--- src/rtl/vga_text_timing_if.sv ---
`default_nettype none
// ============================================================================
//  Module      : vga_text_timing_if
//  Description : Bundle of the text-mode VGA timing signals. The generator
//                side (master) receives the glyph bit and cursor position
//                and drives pixel/cell addresses, sync, valid and colour.
//                The consumer side (slave) is the VRAM/font lookup plus the
//                DAC.
//  Signals     : pix_in      glyph bit for the pixel addressed PIPE cycles ago
//                cursor_col  cursor cell column
//                cursor_row  cursor cell row
//                h_addr      active pixel x (0 outside active area)
//                v_addr      active pixel y (0 outside active area)
//                col, row    character cell coordinate
//                gx, gy      pixel offset inside the cell
//                cell_valid  address stage is inside active area and grid
//                frame_start one-cycle pulse at pixel (0,0)
//                hsync/vsync delayed sync outputs
//                valid       delayed active-video flag
//                vga_r/g/b   colour outputs
//  Revision    : 1.0 - initial release
// ============================================================================
interface vga_text_timing_if;
    logic       pix_in;
    logic [6:0] cursor_col;
    logic [4:0] cursor_row;
    logic [9:0] h_addr;
    logic [9:0] v_addr;
    logic [6:0] col;
    logic [4:0] row;
    logic [3:0] gx;
    logic [3:0] gy;
    logic       cell_valid;
    logic       frame_start;
    logic       hsync;
    logic       vsync;
    logic       valid;
    logic [7:0] vga_r;
    logic [7:0] vga_g;
    logic [7:0] vga_b;

    // Timing generator side
    modport master (
        input  pix_in, cursor_col, cursor_row,
        output h_addr, v_addr, col, row, gx, gy, cell_valid, frame_start,
        output hsync, vsync, valid, vga_r, vga_g, vga_b
    );

    // Lookup chain / display side
    modport slave (
        output pix_in, cursor_col, cursor_row,
        input  h_addr, v_addr, col, row, gx, gy, cell_valid, frame_start,
        input  hsync, vsync, valid, vga_r, vga_g, vga_b
    );
endinterface
`default_nettype wire

--- src/rtl/vga_text_timing.sv ---
`default_nettype none
// ============================================================================
//  Module      : vga_text_timing
//  Description : Parametrised VGA timing and text-cell address generator.
//                Stage 0 registers the pixel counters, active-area pixel
//                address, character cell column/row and glyph offsets that
//                drive the VRAM/font lookup. Sync, active, cell-valid and the
//                cursor hit travel down a PIPE-deep delay line so that they
//                meet the glyph bit (pix_in) returned by the lookup chain.
//  Ports       : pclk   - pixel clock
//                reset  - asynchronous, active-low reset
//                bus    - vga_text_timing_if.master (addresses, sync, colour,
//                         glyph bit and cursor position)
//  Options     : VGA_CURSOR_EN - when defined, builds the blinking block
//                cursor (frame counter + blink phase). When undefined the
//                cursor inputs are ignored and no cursor is drawn.
//  Revision    : 1.0 - initial release
// ============================================================================
module vga_text_timing #(
    parameter int          H_ACTIVE     = 640,
    parameter int          H_FP         = 16,
    parameter int          H_SYNC       = 96,
    parameter int          H_BP         = 48,
    parameter int          V_ACTIVE     = 480,
    parameter int          V_FP         = 10,
    parameter int          V_SYNC       = 2,
    parameter int          V_BP         = 33,
    parameter logic        HS_POL       = 1'b0,
    parameter logic        VS_POL       = 1'b0,
    parameter int          CHAR_W       = 9,     // 1..16
    parameter int          CHAR_H       = 16,    // 1..16
    parameter int          COLS         = 70,
    parameter int          ROWS         = 30,
    parameter int          PIPE         = 2,     // 1..4
    parameter logic [23:0] FG           = 24'hFFFFFF,
    parameter logic [23:0] BG           = 24'h000000,
    parameter int          BLINK_FRAMES = 32
) (
    input  wire logic           pclk,
    input  wire logic           reset,
    vga_text_timing_if.master   bus
);

    // ------------------------------------------------------------------------
    // Constants (12-bit counters cover any practical VGA mode)
    // ------------------------------------------------------------------------
    localparam logic [11:0] c_h_total     = 12'(H_ACTIVE + H_FP + H_SYNC + H_BP);
    localparam logic [11:0] c_v_total     = 12'(V_ACTIVE + V_FP + V_SYNC + V_BP);
    localparam logic [11:0] c_h_active    = 12'(H_ACTIVE);
    localparam logic [11:0] c_v_active    = 12'(V_ACTIVE);
    localparam logic [11:0] c_h_last      = 12'(H_ACTIVE + H_FP + H_SYNC + H_BP - 1);
    localparam logic [11:0] c_v_last      = 12'(V_ACTIVE + V_FP + V_SYNC + V_BP - 1);
    localparam logic [11:0] c_h_act_last  = 12'(H_ACTIVE - 1);
    localparam logic [11:0] c_hs_start    = 12'(H_ACTIVE + H_FP);
    localparam logic [11:0] c_hs_end      = 12'(H_ACTIVE + H_FP + H_SYNC);
    localparam logic [11:0] c_vs_start    = 12'(V_ACTIVE + V_FP);
    localparam logic [11:0] c_vs_end      = 12'(V_ACTIVE + V_FP + V_SYNC);
    localparam logic [3:0]  c_gx_last     = 4'(CHAR_W - 1);
    localparam logic [3:0]  c_gy_last     = 4'(CHAR_H - 1);
    localparam logic [7:0]  c_cols        = 8'(COLS);
    localparam logic [5:0]  c_rows        = 6'(ROWS);
    localparam logic [6:0]  c_col_max     = 7'd127;
    localparam logic [4:0]  c_row_max     = 5'd31;

    // Delay-line bit positions
    localparam int          c_b_hs        = 4;
    localparam int          c_b_vs        = 3;
    localparam int          c_b_act       = 2;
    localparam int          c_b_cv        = 1;
    localparam int          c_b_hit       = 0;

    // ------------------------------------------------------------------------
    // Stage 0 registers
    // ------------------------------------------------------------------------
    logic        r_run;           // 0 only on the first edge after reset
    logic [11:0] r_hcnt;
    logic [11:0] r_vcnt;
    logic [9:0]  r_h_addr;
    logic [9:0]  r_v_addr;
    logic [6:0]  r_col;
    logic [4:0]  r_row;
    logic [3:0]  r_gx;
    logic [3:0]  r_gy;
    logic        r_cell_valid;
    logic        r_frame_start;
    logic        r_hs_raw;
    logic        r_vs_raw;
    logic        r_active;

    logic [PIPE-1:0][4:0] r_pipe;

    // Next-state values; every stage-0 output is a registered function of
    // the counter value it will sit beside, so addresses and counters move
    // together.
    logic [11:0] w_h_nxt;
    logic [11:0] w_v_nxt;
    logic        w_act_nxt;
    logic        w_hs_nxt;
    logic        w_vs_nxt;
    logic [6:0]  w_col_nxt;
    logic [3:0]  w_gx_nxt;
    logic [4:0]  w_row_nxt;
    logic [3:0]  w_gy_nxt;
    logic        w_cv_nxt;
    logic        w_cursor_hit;

    // ------------------------------------------------------------------------
    // Pixel counters. The first edge after reset holds (0,0) so that pixel
    // (0,0) and its frame_start pulse are the first cycle seen after release.
    // ------------------------------------------------------------------------
    always_comb begin
        w_h_nxt = '0;
        w_v_nxt = '0;
        if (r_run) begin
            if (r_hcnt == c_h_last) begin
                w_h_nxt = '0;
                w_v_nxt = (r_vcnt == c_v_last) ? 12'd0 : r_vcnt + 12'd1;
            end else begin
                w_h_nxt = r_hcnt + 12'd1;
                w_v_nxt = r_vcnt;
            end
        end
    end

    assign w_act_nxt = (w_h_nxt < c_h_active) && (w_v_nxt < c_v_active);
    assign w_hs_nxt  = (w_h_nxt >= c_hs_start) && (w_h_nxt < c_hs_end);
    assign w_vs_nxt  = (w_v_nxt >= c_vs_start) && (w_v_nxt < c_vs_end);

    // ------------------------------------------------------------------------
    // Horizontal cell counters: gx steps on each active pixel, col steps when
    // gx wraps. Both restart at the beginning of every line.
    // ------------------------------------------------------------------------
    always_comb begin
        w_gx_nxt  = r_gx;
        w_col_nxt = r_col;
        if (w_h_nxt == 12'd0) begin
            w_gx_nxt  = '0;
            w_col_nxt = '0;
        end else if (w_h_nxt < c_h_active) begin
            if (r_gx == c_gx_last) begin
                w_gx_nxt = '0;
                if (r_col != c_col_max) begin
                    w_col_nxt = r_col + 7'd1;
                end
            end else begin
                w_gx_nxt = r_gx + 4'd1;
            end
        end
    end

    // ------------------------------------------------------------------------
    // Vertical cell counters: step once per active line when its last active
    // pixel is left, and restart at the top of every frame.
    // ------------------------------------------------------------------------
    always_comb begin
        w_gy_nxt  = r_gy;
        w_row_nxt = r_row;
        if ((w_h_nxt == 12'd0) && (w_v_nxt == 12'd0)) begin
            w_gy_nxt  = '0;
            w_row_nxt = '0;
        end else if (r_run && (r_hcnt == c_h_act_last) && (r_vcnt < c_v_active)) begin
            if (r_gy == c_gy_last) begin
                w_gy_nxt = '0;
                if (r_row != c_row_max) begin
                    w_row_nxt = r_row + 5'd1;
                end
            end else begin
                w_gy_nxt = r_gy + 4'd1;
            end
        end
    end

    assign w_cv_nxt = w_act_nxt
                   && ({1'b0, w_col_nxt} < c_cols)
                   && ({1'b0, w_row_nxt} < c_rows);

    // ------------------------------------------------------------------------
    // Stage 0 register bank
    // ------------------------------------------------------------------------
    always_ff @(posedge pclk or negedge reset) begin
        if (!reset) begin
            r_run         <= 1'b0;
            r_hcnt        <= '0;
            r_vcnt        <= '0;
            r_h_addr      <= '0;
            r_v_addr      <= '0;
            r_col         <= '0;
            r_row         <= '0;
            r_gx          <= '0;
            r_gy          <= '0;
            r_cell_valid  <= 1'b0;
            r_frame_start <= 1'b0;
            r_hs_raw      <= 1'b0;
            r_vs_raw      <= 1'b0;
            r_active      <= 1'b0;
        end else begin
            r_run         <= 1'b1;
            r_hcnt        <= w_h_nxt;
            r_vcnt        <= w_v_nxt;
            r_h_addr      <= w_act_nxt ? w_h_nxt[9:0] : 10'd0;
            r_v_addr      <= w_act_nxt ? w_v_nxt[9:0] : 10'd0;
            r_col         <= w_col_nxt;
            r_row         <= w_row_nxt;
            r_gx          <= w_gx_nxt;
            r_gy          <= w_gy_nxt;
            r_cell_valid  <= w_cv_nxt;
            r_frame_start <= (w_h_nxt == 12'd0) && (w_v_nxt == 12'd0);
            r_hs_raw      <= w_hs_nxt;
            r_vs_raw      <= w_vs_nxt;
            r_active      <= w_act_nxt;
        end
    end

    // ------------------------------------------------------------------------
    // Cursor. The hit is formed combinationally from the stage-0 cell and the
    // live cursor inputs, so a cursor move applies to the very next pixel
    // captured into the delay line.
    // ------------------------------------------------------------------------
`ifdef VGA_CURSOR_EN
    localparam int                 c_bf_w         = $clog2(BLINK_FRAMES + 1);
    localparam logic [c_bf_w-1:0]  c_blink_frames = c_bf_w'(BLINK_FRAMES);

    logic              r_blink;
    logic [c_bf_w-1:0] r_frame_cnt;

    // The pulse that completes a half-period also opens the next one, which
    // is why the counter restarts at 1 rather than 0.
    always_ff @(posedge pclk or negedge reset) begin
        if (!reset) begin
            r_blink     <= 1'b1;
            r_frame_cnt <= '0;
        end else if (r_frame_start) begin
            if (r_frame_cnt == c_blink_frames) begin
                r_blink     <= ~r_blink;
                r_frame_cnt <= c_bf_w'(1);
            end else begin
                r_frame_cnt <= r_frame_cnt + c_bf_w'(1);
            end
        end
    end

    assign w_cursor_hit = r_cell_valid
                       && (r_col == bus.cursor_col)
                       && (r_row == bus.cursor_row)
                       && r_blink;
`else
    logic w_unused_cursor;
    assign w_unused_cursor = &{1'b0, bus.cursor_col, bus.cursor_row};
    assign w_cursor_hit    = 1'b0;
`endif

    // ------------------------------------------------------------------------
    // Delay line: the last tap lines up with pix_in for the same pixel.
    // ------------------------------------------------------------------------
    always_ff @(posedge pclk or negedge reset) begin
        if (!reset) begin
            r_pipe <= '0;
        end else begin
            r_pipe[0] <= {r_hs_raw, r_vs_raw, r_active, r_cell_valid, w_cursor_hit};
            for (int i = PIPE - 1; i > 0; i--) begin
                r_pipe[i] <= r_pipe[i-1];
            end
        end
    end

    logic [4:0]  w_tap;
    logic [23:0] w_rgb;

    assign w_tap = r_pipe[PIPE-1];

    always_comb begin
        w_rgb = 24'h000000;
        if (w_tap[c_b_act]) begin
            if (!w_tap[c_b_cv]) begin
                w_rgb = BG;
            end else begin
                w_rgb = (bus.pix_in ^ w_tap[c_b_hit]) ? FG : BG;
            end
        end
    end

    // ------------------------------------------------------------------------
    // Outputs
    // ------------------------------------------------------------------------
    assign bus.h_addr      = r_h_addr;
    assign bus.v_addr      = r_v_addr;
    assign bus.col         = r_col;
    assign bus.row         = r_row;
    assign bus.gx          = r_gx;
    assign bus.gy          = r_gy;
    assign bus.cell_valid  = r_cell_valid;
    assign bus.frame_start = r_frame_start;
    assign bus.hsync       = w_tap[c_b_hs] ? HS_POL : ~HS_POL;
    assign bus.vsync       = w_tap[c_b_vs] ? VS_POL : ~VS_POL;
    assign bus.valid       = w_tap[c_b_act];
    assign bus.vga_r       = w_rgb[23:16];
    assign bus.vga_g       = w_rgb[15:8];
    assign bus.vga_b       = w_rgb[7:0];

endmodule
`default_nettype wire

--- src/flat_wrapper.sv ---
// flat-port wrapper written by rule: the top's interface ports become plain ports
module vga_text_timing_flat 
#(
    parameter int          H_ACTIVE     = 640,
    parameter int          H_FP         = 16,
    parameter int          H_SYNC       = 96,
    parameter int          H_BP         = 48,
    parameter int          V_ACTIVE     = 480,
    parameter int          V_FP         = 10,
    parameter int          V_SYNC       = 2,
    parameter int          V_BP         = 33,
    parameter logic        HS_POL       = 1'b0,
    parameter logic        VS_POL       = 1'b0,
    parameter int          CHAR_W       = 9,             
    parameter int          CHAR_H       = 16,            
    parameter int          COLS         = 70,
    parameter int          ROWS         = 30,
    parameter int          PIPE         = 2,            
    parameter logic [23:0] FG           = 24'hFFFFFF,
    parameter logic [23:0] BG           = 24'h000000,
    parameter int          BLINK_FRAMES = 32
)
  (pclk, reset, bus_pix_in, bus_cursor_col, bus_cursor_row, bus_h_addr, bus_v_addr, bus_col, bus_row, bus_gx, bus_gy, bus_cell_valid, bus_frame_start, bus_hsync, bus_vsync, bus_valid, bus_vga_r, bus_vga_g, bus_vga_b);
  vga_text_timing_if bus_i ();
  input  wire logic pclk;
  input  wire logic reset;
  input wire logic [$bits(bus_i.pix_in)-1:0] bus_pix_in;
  input wire logic [$bits(bus_i.cursor_col)-1:0] bus_cursor_col;
  input wire logic [$bits(bus_i.cursor_row)-1:0] bus_cursor_row;
  output wire logic [$bits(bus_i.h_addr)-1:0] bus_h_addr;
  output wire logic [$bits(bus_i.v_addr)-1:0] bus_v_addr;
  output wire logic [$bits(bus_i.col)-1:0] bus_col;
  output wire logic [$bits(bus_i.row)-1:0] bus_row;
  output wire logic [$bits(bus_i.gx)-1:0] bus_gx;
  output wire logic [$bits(bus_i.gy)-1:0] bus_gy;
  output wire logic [$bits(bus_i.cell_valid)-1:0] bus_cell_valid;
  output wire logic [$bits(bus_i.frame_start)-1:0] bus_frame_start;
  output wire logic [$bits(bus_i.hsync)-1:0] bus_hsync;
  output wire logic [$bits(bus_i.vsync)-1:0] bus_vsync;
  output wire logic [$bits(bus_i.valid)-1:0] bus_valid;
  output wire logic [$bits(bus_i.vga_r)-1:0] bus_vga_r;
  output wire logic [$bits(bus_i.vga_g)-1:0] bus_vga_g;
  output wire logic [$bits(bus_i.vga_b)-1:0] bus_vga_b;
  assign bus_i.pix_in = bus_pix_in;
  assign bus_i.cursor_col = bus_cursor_col;
  assign bus_i.cursor_row = bus_cursor_row;
  assign bus_h_addr = bus_i.h_addr;
  assign bus_v_addr = bus_i.v_addr;
  assign bus_col = bus_i.col;
  assign bus_row = bus_i.row;
  assign bus_gx = bus_i.gx;
  assign bus_gy = bus_i.gy;
  assign bus_cell_valid = bus_i.cell_valid;
  assign bus_frame_start = bus_i.frame_start;
  assign bus_hsync = bus_i.hsync;
  assign bus_vsync = bus_i.vsync;
  assign bus_valid = bus_i.valid;
  assign bus_vga_r = bus_i.vga_r;
  assign bus_vga_g = bus_i.vga_g;
  assign bus_vga_b = bus_i.vga_b;
  vga_text_timing #(.H_ACTIVE(H_ACTIVE), .H_FP(H_FP), .H_SYNC(H_SYNC), .H_BP(H_BP), .V_ACTIVE(V_ACTIVE), .V_FP(V_FP), .V_SYNC(V_SYNC), .V_BP(V_BP), .HS_POL(HS_POL), .VS_POL(VS_POL), .CHAR_W(CHAR_W), .CHAR_H(CHAR_H), .COLS(COLS), .ROWS(ROWS), .PIPE(PIPE), .FG(FG), .BG(BG), .BLINK_FRAMES(BLINK_FRAMES)) u_core (.pclk(pclk), .reset(reset), .bus(bus_i));
endmodule
--- config.mk ---
export PLATFORM = sky130hd
export DESIGN_NAME = vga_text_timing_flat
export DESIGN_NICKNAME = d
export VERILOG_FILES = /design/src/rtl/vga_text_timing_if.sv /design/src/rtl/vga_text_timing.sv /design/src/flat_wrapper.sv
export SDC_FILE = /design/constraint.sdc
export NUM_CORES = 1
export LEC_CHECK = 0
export BUFFER_PORTS_ARGS = -buffer_cell sky130_fd_sc_hd__buf_2
export CAP_MARGIN = 10
export CORE_UTILIZATION = 40
export DETAILED_ROUTE_END_ITERATION = 7
export GPL_TIMING_DRIVEN = 0
export PLACE_DENSITY = 0.74
export SLEW_MARGIN = 20
export SYNTH_ARGS = -nofsm -noshare
export SYNTH_HDL_FRONTEND = slang
export SYNTH_SLANG_ARGS = --single-unit
--- constraint.sdc ---
create_clock -name pclk -period 3.1 [get_ports pclk]
set_clock_uncertainty 0.15 [all_clocks]
set_input_delay 0.62 -clock pclk [delete_from_list [all_inputs] [get_ports pclk]]
set_output_delay 0.62 -clock pclk [all_outputs]
set_load 0.005 [all_outputs]
==> impl_metrics.json, run 1 <==
{
  "outcome": "finished with violations",
  "violations": "negative setup slack",
  "power_frac_seq": 0.528,
  "die-area_mm2": 0.0108,
  "critical_path.cell_chain": "or4_4 > or4_4 > buf_12 > o21a_4 > o21ai_2 > inv_2 > and4b_1 > a221o_1 > buf_6 > inv_8 > o31ai_4 > a311oi_2",
  "clock_sinks": 78,
  "postLayoutCellArea_mm2": 0.00545,
  "max_freq_mhz": 304,
  "synth.most_common_cell": "dfrtp_1",
  "whs_ns": 0.0731,
  "grt_pass1_vias": 3433,
  "syn2layout_area_growth_pct": 31.9,
  "synth_seq_area_share": 0.472,
  "dpl-instance-area_mm2": 0.00472,
  "slew_viol_final": 0,
  "layout.nets": 570,
  "required_ns": 3.22,
  "syn-instance-count": 436,
  "io_pins": 84,
  "globalRouteMet2Util": 0.328,
  "pwr-share-clk": 0.384,
  "ys.flop_type": "dfrtp_1",
  "cellPowerDensity_mw_per_mm2": 361,
  "diodes": 0,
  "cpMostUsedCell": "or4_4",
  "io_buffers": 71,
  "pwr-share-comb": 0.088,
  "place.gp.congestion": 0.859,
  "worst-path-stages": 12,
  "groute.usage.overall": 0.192,
  "coreArea_mm2": 0.00991,
  "p_sw_frac": 0.247,
  "grt_max_degree": 41,
  "max_stage_delay_ns": 0.59,
  "p_switching_uw": 486,
  "cts_tree": "built",
  "setup_ws_ns": -0.194,
  "drt-pass1-iter-count": 6,
  "holdBufCountCts": 0,
  "synth_fp_nets": 459,
  "cp_max_fo": 5,
  "synth-seq-cells": 78,
  "use_met3": 0.0529,
  "use_met1": 0.236,
  "wl_per_cell_um": 14.8,
  "wl_um": 10200,
  "synth_area_leaders": "dfrtp_1 47%, nor2_1 4.7%, buf_4 4.2%, nor3_1 2.8%, xnor2_1 2.8%",
  "timing.critical_path.buf_inv": 4,
  "max_slew_margin": 0.378,
  "yosysTopAreaCell": "dfrtp_1",
  "p_int_mw": 1.48,
  "fin_crit_sh": 1.06,
  "drcViolationCount": 0,
  "crit_arrival_ns": 3.42,
  "cts_buffers": 9,
  "rsz0062_at_grt": "yes",
  "drv_cap": 0,
  "drive_gt1_frac": 0.377,
  "fp.dieH_um": 104,
  "rows": 36,
  "drt_iter0_drc": 225,
  "grt_overflow": 0,
  "worstSkewPairLatency_ns": 0.36,
  "top_usage_layer": "met2",
  "end_kind": "flip-flop",
  "ir_drop_mv": 0.195,
  "setup_viol": 30,
  "clk_pin_slew_ns": 0.08,
  "ant_nets": 0,
  "yosysUniqueCellTypes": 65,
  "crit_slowest_cell": "or4_4",
  "cts-root-buf": "clkbuf_8",
  "synth_top_area_share": 0.472,
  "grt_antenna_before_repair": 0,
  "hpwl_um": 6850,
  "timing.final.crit_period_ns": 3.29,
  "async_flop_share": 1.00,
  "crit_family": "simple AND/OR/NAND/NOR gates",
  "leakagePower_nw": 2.48,
  "viasPerCell": 5.28,
  "num_vias": 3615,
  "hold_viol": 0,
  "synth.avg_cell_area_um2": 9.49,
  "hp-class": "in -> async",
  "synth_common_cells": "78 x dfrtp_1, 52 x nor2_1, 30 x nand2_1, 23 x buf_4, 23 x nor3_1",
  "cts_max_level": 3,
  "synth-edff-count": 0,
  "yosysWarningCount": 0,
  "start_util": 0.417,
  "worstMarginPinSlew_ns": 0.925,
  "reg2regPathDepth": 12,
  "die_x_um": 104,
  "clock_path_buffers": 2,
  "synth_area_mm2": 0.00414,
  "worst_setup_path_start_kind": "flip-flop",
  "grt_pass1_wl_um": 16500,
  "path_class": "reg -> reg"
}
area by class of cell:
cell class	count	area (um2)
plain buffers	42	289
clock buffers	11	131
clock inverters	5	58.8
fillers	891	4460
inverters	14	60.1
multi-input cells	298	2120
flip-flops and latches	78	1960
well taps	133	166
repair buffers	104	669
sequential cells by signal, indices dropped and copies added (netlist names), 4 cells and up:
name,cells
u_core.r_hcnt,12
u_core.r_vcnt,12
u_core.bus.h_addr,10
u_core.bus.v_addr,10
u_core.bus.col,7
u_core.bus.row,5
u_core.bus.gx,4
u_core.bus.gy,4
u_core.r_pipe,4
u_core.w_tap,4
layer usage:
layer	up-vias	share of wire
met5	-	0
met2	108	0.51
met1	1763	0.43
met3	16	0.044
met4	0	0.020
li1	1728	-
timing repair:
action                     in CTS  in global routing
gates resized for setup        50                 29
cloned                          1                  0
setup endpoints to repair      43                 43
buffers inserted               18                 13
pin swaps                      10                 11
power groups by stage:
stage | clock, mW | sequential, mW | combinational (mW)
after CTS | 0.770 | 1.04 | 0.160
after global placement | 0 | 1.06 | 0.137
after global routing | 0.823 | 1.04 | 0.193
after floorplan | 0 | 1.06 | 0.0792
final | 0.755 | 1.04 | 0.174
after detailed placement | 0 | 1.06 | 0.146
metrics by stage:
step | setup TNS, ns | total power, mW | instances | setup WS (ns) | util
after floorplan | -0.401 | 1.14 | 436 | -0.122 | -
after global placement | -13.44 | 1.20 | 640 | -0.737 | 0.474
after detailed placement | -14.05 | 1.21 | 641 | -0.746 | 0.476
after CTS | -2.67 | 1.97 | 673 | -0.222 | 0.530
after global routing | -5.53 | 2.06 | 685 | -0.280 | 0.550
final | -3.14 | 1.97 | 685 | -0.194 | 0.550
path summary, 6_finish.rpt:
check,startpoint,to,slack [ns]
min reg2reg,u_core.r_hs_raw,u_core.r_pipe[4],0.20
max reg2reg,u_core.r_hcnt[11],u_core.bus.cell_valid,-0.19
max in group asynchronous,reset,u_core.r_hcnt[10],2.14
min,reset,u_core.r_hcnt[6],0.07
min in group pclk,u_core.r_hs_raw,u_core.r_pipe[4],0.20
max,u_core.r_hcnt[11],u_core.bus.cell_valid,-0.19
cells by family after synthesis:
kind of cell	synth area share
adders and majority gates	0.0242
and+or+nand+nor	0.253
other	0.00182
muxes	0.0172
AOI/OAI and AO/OA	0.101
xor gates and xnor gates	0.0508
buffers and inverters	0.0805
DFF	0.472
cell usage in the layout, fill, tap and decap left out, types with 12 or more instances in the layout:
master and n:
a21oi_1 13, buf_2 71, buf_4 51, dfrtp_1 74
inv_1 12, nand2_1 30, nand3_1 17, nor2_1 39
o21ai_0 12, xnor2_1 12
No activity file was read; power rests on OpenSTA's default activity.
==> inputs of run 2 (changes only) <==
--- a/config.mk
+++ b/config.mk
@@ -11,6 +11,7 @@
 export DETAILED_ROUTE_END_ITERATION = 7
 export GPL_TIMING_DRIVEN = 0
 export PLACE_DENSITY = 0.74
+export RECOVER_POWER = 100
 export SLEW_MARGIN = 20
 export SYNTH_ARGS = -nofsm -noshare
 export SYNTH_HDL_FRONTEND = slang
==> run 2 against run 1 <==
- the run ends with max-capacitance violations, max-slew violations, negative setup slack left
- sequential cell count stayed put
- combinational power is 2% lower
- sequential power hardly changed
- critical path depth is 1 lower
- first-iteration DRC count is 8.4% lower
- register-to-register slack hardly changed
- total power is 0.19% lower
- clock power hardly changed
- fmax is 0.29% lower
- worst setup slack worse by 0.0097 ns
- core utilization is 0.33 points lower
- highest routed layer unchanged
==> impl_metrics.json, run 2 (same netlist as run 1, synthesis figures left out) <==
{
  "outcome": "finished with violations",
  "violations": "max-capacitance violations, max-slew violations, negative setup slack",
  "p_sw_frac": 0.247,
  "globalRouteMet2Util": 0.328,
  "whs_ns": 0.202,
  "power_frac_seq": 0.529,
  "pwr-share-clk": 0.384,
  "cts_max_level": 3,
  "timing.critical_path.buf_inv": 3,
  "diodes": 0,
  "grt_pass1_wl_um": 16500,
  "layout.nets": 570,
  "drv_cap": 1,
  "crit_arrival_ns": 3.42,
  "leakagePower_nw": 2.41,
  "setup_viol": 30,
  "ir_drop_mv": 0.195,
  "num_vias": 3635,
  "ant_nets": 0,
  "worstReg2RegStart": "u_core.r_hcnt[11]",
  "worstSkewPairLatency_ns": 0.36,
  "wl_per_cell_um": 14.9,
  "pwr-share-comb": 0.087,
  "slew_viol_final": 40,
  "use_met3": 0.0529,
  "dp.cells": 641,
  "coreArea_mm2": 0.00991,
  "final_common_cell": "dfrtp_1",
  "worst_setup_path_start_kind": "flip-flop",
  "syn2layout_area_growth_pct": 31.1,
  "power_mw": 1.96,
  "grt_pass1_vias": 3433,
  "max_slew_margin": -0.337,
  "max_freq_mhz": 303,
  "hp-start": "u_core.r_hs_raw",
  "hp-class": "reg -> reg",
  "drt-pass1-iter-count": 5,
  "fp.dieH_um": 104,
  "postLayoutCellArea_mm2": 0.00542,
  "setup_ws_ns": -0.204,
  "stdcell_count": 685,
  "cts_tree": "built",
  "crit_family": "simple AND/OR/NAND/NOR gates",
  "hold_path_depth": 0,
  "rows": 36,
  "start_util": 0.417,
  "finalSetupTns_ns": -3.29,
  "drcViolationCount": 0,
  "die-area_mm2": 0.0108,
  "drive_gt1_frac": 0.351,
  "reg2regPathDepth": 11,
  "timing.final.crit_period_ns": 3.30,
  "end_kind": "flip-flop",
  "groute.usage.overall": 0.192,
  "crit_slowest_cell": "or4_4",
  "use_met1": 0.236,
  "grt_max_degree": 41,
  "pre_cts_slack_ns": -0.746,
  "grt_overflow": 0,
  "critical_path.cell_chain": "or4_4 > or4_4 > o31a_1 > o21ai_2 > inv_2 > and4b_1 > a221o_1 > buf_6 > inv_8 > o31ai_4 > a311oi_2",
  "hold_viol": 0,
  "io_pins": 84,
  "reg_top3": "u_core.r_hcnt: 12 flops, u_core.r_vcnt: 12 flops",
  "viasPerCell": 5.31,
  "p_switching_uw": 485,
  "fin_crit_sh": 1.07,
  "cts_buffers": 9,
  "r2r-end": "u_core.bus.cell_valid",
  "max_stage_delay_ns": 0.59,
  "top_usage_layer": "met2",
  "cellPowerDensity_mw_per_mm2": 362,
  "drt_iter0_drc": 206,
  "place.gp.congestion": 0.859,
  "rsz0062_at_grt": "yes",
  "cts-root-buf": "clkbuf_8",
  "holdPathEnd": "u_core.r_pipe[4]",
  "worstMarginPinSlew_ns": 2.00,
  "io_buffers": 71,
  "cpMostUsedCell": "or4_4",
  "cp_max_fo": 5,
  "path_class": "reg -> reg",
  "required_ns": 3.22,
  "r2r_setup_slack_ns": -0.20,
  "dpl-instance-area_mm2": 0.00472,
  "hpwl_um": 6850,
  "die_x_um": 104,
  "grt_antenna_before_repair": 0,
  "final_cell_mix": "74 x dfrtp_1, 58 x buf_2, 50 x buf_4, 39 x nor2_1, 30 x nand2_1",
  "clock_sinks": 78,
  "clock_path_buffers": 2,
  "wl_um": 10200,
  "fin_util": 0.547,
  "clk_pin_slew_ns": 0.08,
  "p_int_mw": 1.48
}
## run 2: layout make-up
class,instances,area (um2)
tap,133,166
inverter,14,60.1
timing repair buffer,104,637
sequential,78,1960
buffer,42,289
multi-input combinational,298,2120
fill,899,4490
clock inverter,5,58.8
clock buffer,11,131
## run 2: power by group through the flow
stage | clock network (mW) | registers (mW) | logic [mW]
after floorplan | 0 | 1.06 | 0.0792
after global placement | 0 | 1.06 | 0.137
final | 0.754 | 1.04 | 0.170
after detailed placement | 0 | 1.06 | 0.146
after CTS | 0.770 | 1.04 | 0.160
after global routing | 0.823 | 1.04 | 0.190
## run 2: worst max-delay path by stage
stage / end / depth (start not counted) / slack [ns] / start
4_1_cts: u_core.bus.cell_valid / 12 / -0.22 / u_core.r_hcnt[7]
5_1_grt: u_core.bus.cell_valid / 11 / -0.28 / u_core.r_hcnt[10]
3_3_place_gp: u_core.bus.cell_valid / 10 / -0.74 / u_core.r_hcnt[0]
3_5_place_dp: u_core.bus.cell_valid / 10 / -0.75 / u_core.r_hcnt[0]
2_1_floorplan: u_core.bus.cell_valid / 13 / -0.12 / u_core.r_hcnt[7]
6_report: u_core.bus.cell_valid / 11 / -0.20 / u_core.r_hcnt[11]
## run 2: what timing repair did
action / in CTS / in global routing
hold buffers: 0 / 0
gates cloned: 1 / 0
setup endpoints to repair: 43 / 43
resized for setup: 50 / 29
buffers inserted: 18 / 13
pin swaps: 10 / 11
## run 2: per-layer routing
metal  wire, um  share of wire
met4        178          0.017
met5          0              0
met1       4290           0.42
met2       5210           0.51
met3        489          0.048
## run 2: worst reg2reg max path, cell delays in order, from the launching register on
cell and delay [ns]:
dfrtp_2 0.42, or4_4 0.56, or4_4 0.59, o31a_1 0.31, o21ai_2 0.16, inv_2 0.05, and4b_1 0.18, a221o_1 0.33
buf_6 0.16, inv_8 0.06, o31ai_4 0.06, a311oi_2 0.18
==> inputs of run 3 (changes only) <==
--- a/config.mk
+++ b/config.mk
@@ -7,6 +7,8 @@
 export LEC_CHECK = 0
 export BUFFER_PORTS_ARGS = -buffer_cell sky130_fd_sc_hd__buf_2
 export CAP_MARGIN = 10
+export CORE_ASPECT_RATIO = 1.5
+export CORE_MARGIN = 5
 export CORE_UTILIZATION = 40
 export DETAILED_ROUTE_END_ITERATION = 7
 export GPL_TIMING_DRIVEN = 0
==> run 3 against run 2 <==
- the flow still finishes with violations (max-capacitance violations, max-slew violations, negative setup slack)
- worst setup slack gained 0.086 ns
- fmax rose by 2.7%
- largest power group unchanged
- first-iteration DRC count rose by 2.9%
- critical endpoint unchanged
- hold slack got worse by 0.0059 ns
- sequential cell count is the same
- highest routed layer unchanged
==> impl_metrics.json, run 3 (same netlist as run 1, synthesis figures left out) <==
{
  "io_pins": 84,
  "reg_top3": "u_core.r_hcnt: 12 flops, u_core.r_vcnt: 12 flops",
  "viasPerCell": 5.40,
  "clock_path_buffers": 2,
  "wl_per_cell_um": 15.8,
  "cts-root-buf": "clkbuf_16",
  "die_x_um": 93.0,
  "drive_gt1_frac": 0.340,
  "slew_viol_final": 38,
  "place.gp.congestion": 0.951,
  "rows": 45,
  "timing.final.crit_period_ns": 3.22,
  "wl_um": 10500,
  "grt_max_degree": 43,
  "path_class": "reg -> reg",
  "outcome": "finished with violations",
  "crit_arrival_ns": 3.31,
  "final_cell_mix": "73 x dfrtp_1, 60 x buf_2, 53 x buf_4, 47 x nor2_1, 30 x nand2_1",
  "groute.usage.overall": 0.172,
  "drv_cap": 1,
  "grt_antenna_before_repair": 0,
  "cp_max_fo": 6,
  "fin_crit_sh": 1.04,
  "cellPowerDensity_mw_per_mm2": 401,
  "clock_sinks": 78,
  "hold_viol": 0,
  "critical_path.cell_chain": "or4_4 > or4_4 > o31a_1 > o21ai_4 > inv_2 > and4b_1 > a221o_1 > buf_6 > inv_8 > o31ai_2 > a311oi_2",
  "leakagePower_nw": 2.47,
  "final_common_cell": "dfrtp_1",
  "setup_viol": 19,
  "power_mw": 2.18,
  "hp-class": "reg -> reg",
  "hpwl_um": 7270,
  "grt_pass1_wl_um": 17300,
  "diodes": 0,
  "cts_max_level": 3,
  "cts_tree": "built",
  "crit_family": "simple AND/OR/NAND/NOR gates",
  "syn2layout_area_growth_pct": 31.7,
  "ant_nets": 0,
  "io_buffers": 71,
  "cts_buffers": 9,
  "max_stage_delay_ns": 0.55,
  "max_freq_mhz": 311,
  "grt_pass1_vias": 3513,
  "worst_setup_path_start_kind": "flip-flop",
  "worstSkewPairLatency_ns": 0.33,
  "crit_slowest_cell": "or4_4",
  "num_vias": 3603,
  "pre_cts_slack_ns": -0.764,
  "rsz0062_at_grt": "yes",
  "cpMostUsedCell": "or4_4",
  "grt_overflow": 0,
  "setup_ws_ns": -0.117,
  "die-area_mm2": 0.0125,
  "ir_drop_mv": 0.261,
  "max_slew_margin": -0.249,
  "drt_iter0_drc": 212,
  "start_util": 0.408,
  "fp.dieH_um": 135,
  "clk_pin_slew_ns": 0.06,
  "violations": "max-capacitance violations, max-slew violations, negative setup slack",
  "layout.nets": 569,
  "drt-pass1-iter-count": 4,
  "coreArea_mm2": 0.0101,
  "timing.critical_path.buf_inv": 3,
  "required_ns": 3.19,
  "end_kind": "flip-flop",
  "drcViolationCount": 0,
  "worstMarginPinSlew_ns": 1.87,
  "holdBufCountCts": 0
}
run 3: power breakdown:
part           internal [mW]  leakage (nW)  switching, mW
clock                  0.579         0.131          0.393
combinational         0.0766          1.30         0.0917
sequential              1.03          1.04         0.0108
total                   1.69          2.47          0.495
run 3: final timing paths:
| check | from | to | slack (ns) | depth (start not counted) |
|---|---|---|---|---|
| setup reg to reg | u_core.r_hcnt[11] | u_core.bus.cell_valid | -0.12 | 11 |
| hold / removal | u_core.r_pipe[2] | u_core.w_tap[2] | 0.20 | 0 |
| max in group asynchronous | reset | u_core.r_hcnt[10] | 0.59 | 2 |
| min in group asynchronous | reset | u_core.bus.h_addr[2] | 0.65 | 1 |
| setup / recovery | u_core.r_hcnt[11] | u_core.bus.cell_valid | -0.12 | 11 |
| hold reg to reg | u_core.r_pipe[2] | u_core.w_tap[2] | 0.20 | 0 |
run 3: layer usage:
layer | track usage | vias up | share of wire
met1 | 0.196 | 1727 | 0.39
met5 | 0 | - | 0
met2 | 0.298 | 115 | 0.53
met3 | 0.0373 | 24 | 0.048
li1 | - | 1737 | -
met4 | 0.0888 | 0 | 0.030
run 3: per-stage QoR:
step            util  cell area, um2  hold slack, ns  setup TNS, ns  std cells
2_1_floorplan      -            4180           0.174         -0.401        436
3_3_place_gp   0.461            4680           0.183         -13.50        624
3_5_place_dp   0.464            4700           0.185         -15.40        625
4_1_cts        0.509            5160           0.108          -4.41        651
5_1_grt        0.538            5450           0.199          -5.55        667
6_report       0.538            5450           0.196         -0.681        667
run 3: what timing repair did:
action | 4_1_cts | 5_1_grt
setup endpoints to repair | 43 | 43
buffers inserted | 14 | 17
pin swaps | 8 | 8
cloned | 0 | 1
endpoints found under the hold margin | 0 | 0
gates resized for setup | 24 | 44
run 3: layout make-up:
| class | instances | area (um2) |
|---|---|---|
| fill | 876 | 4690 |
| multi-input combinational | 298 | 2100 |
| sequential | 78 | 1960 |
| timing repair buffer | 104 | 617 |
| buffer | 41 | 287 |
| clock buffer | 12 | 256 |
| tap | 117 | 146 |
| inverter | 14 | 60.1 |
| clock inverter | 3 | 20.0 |
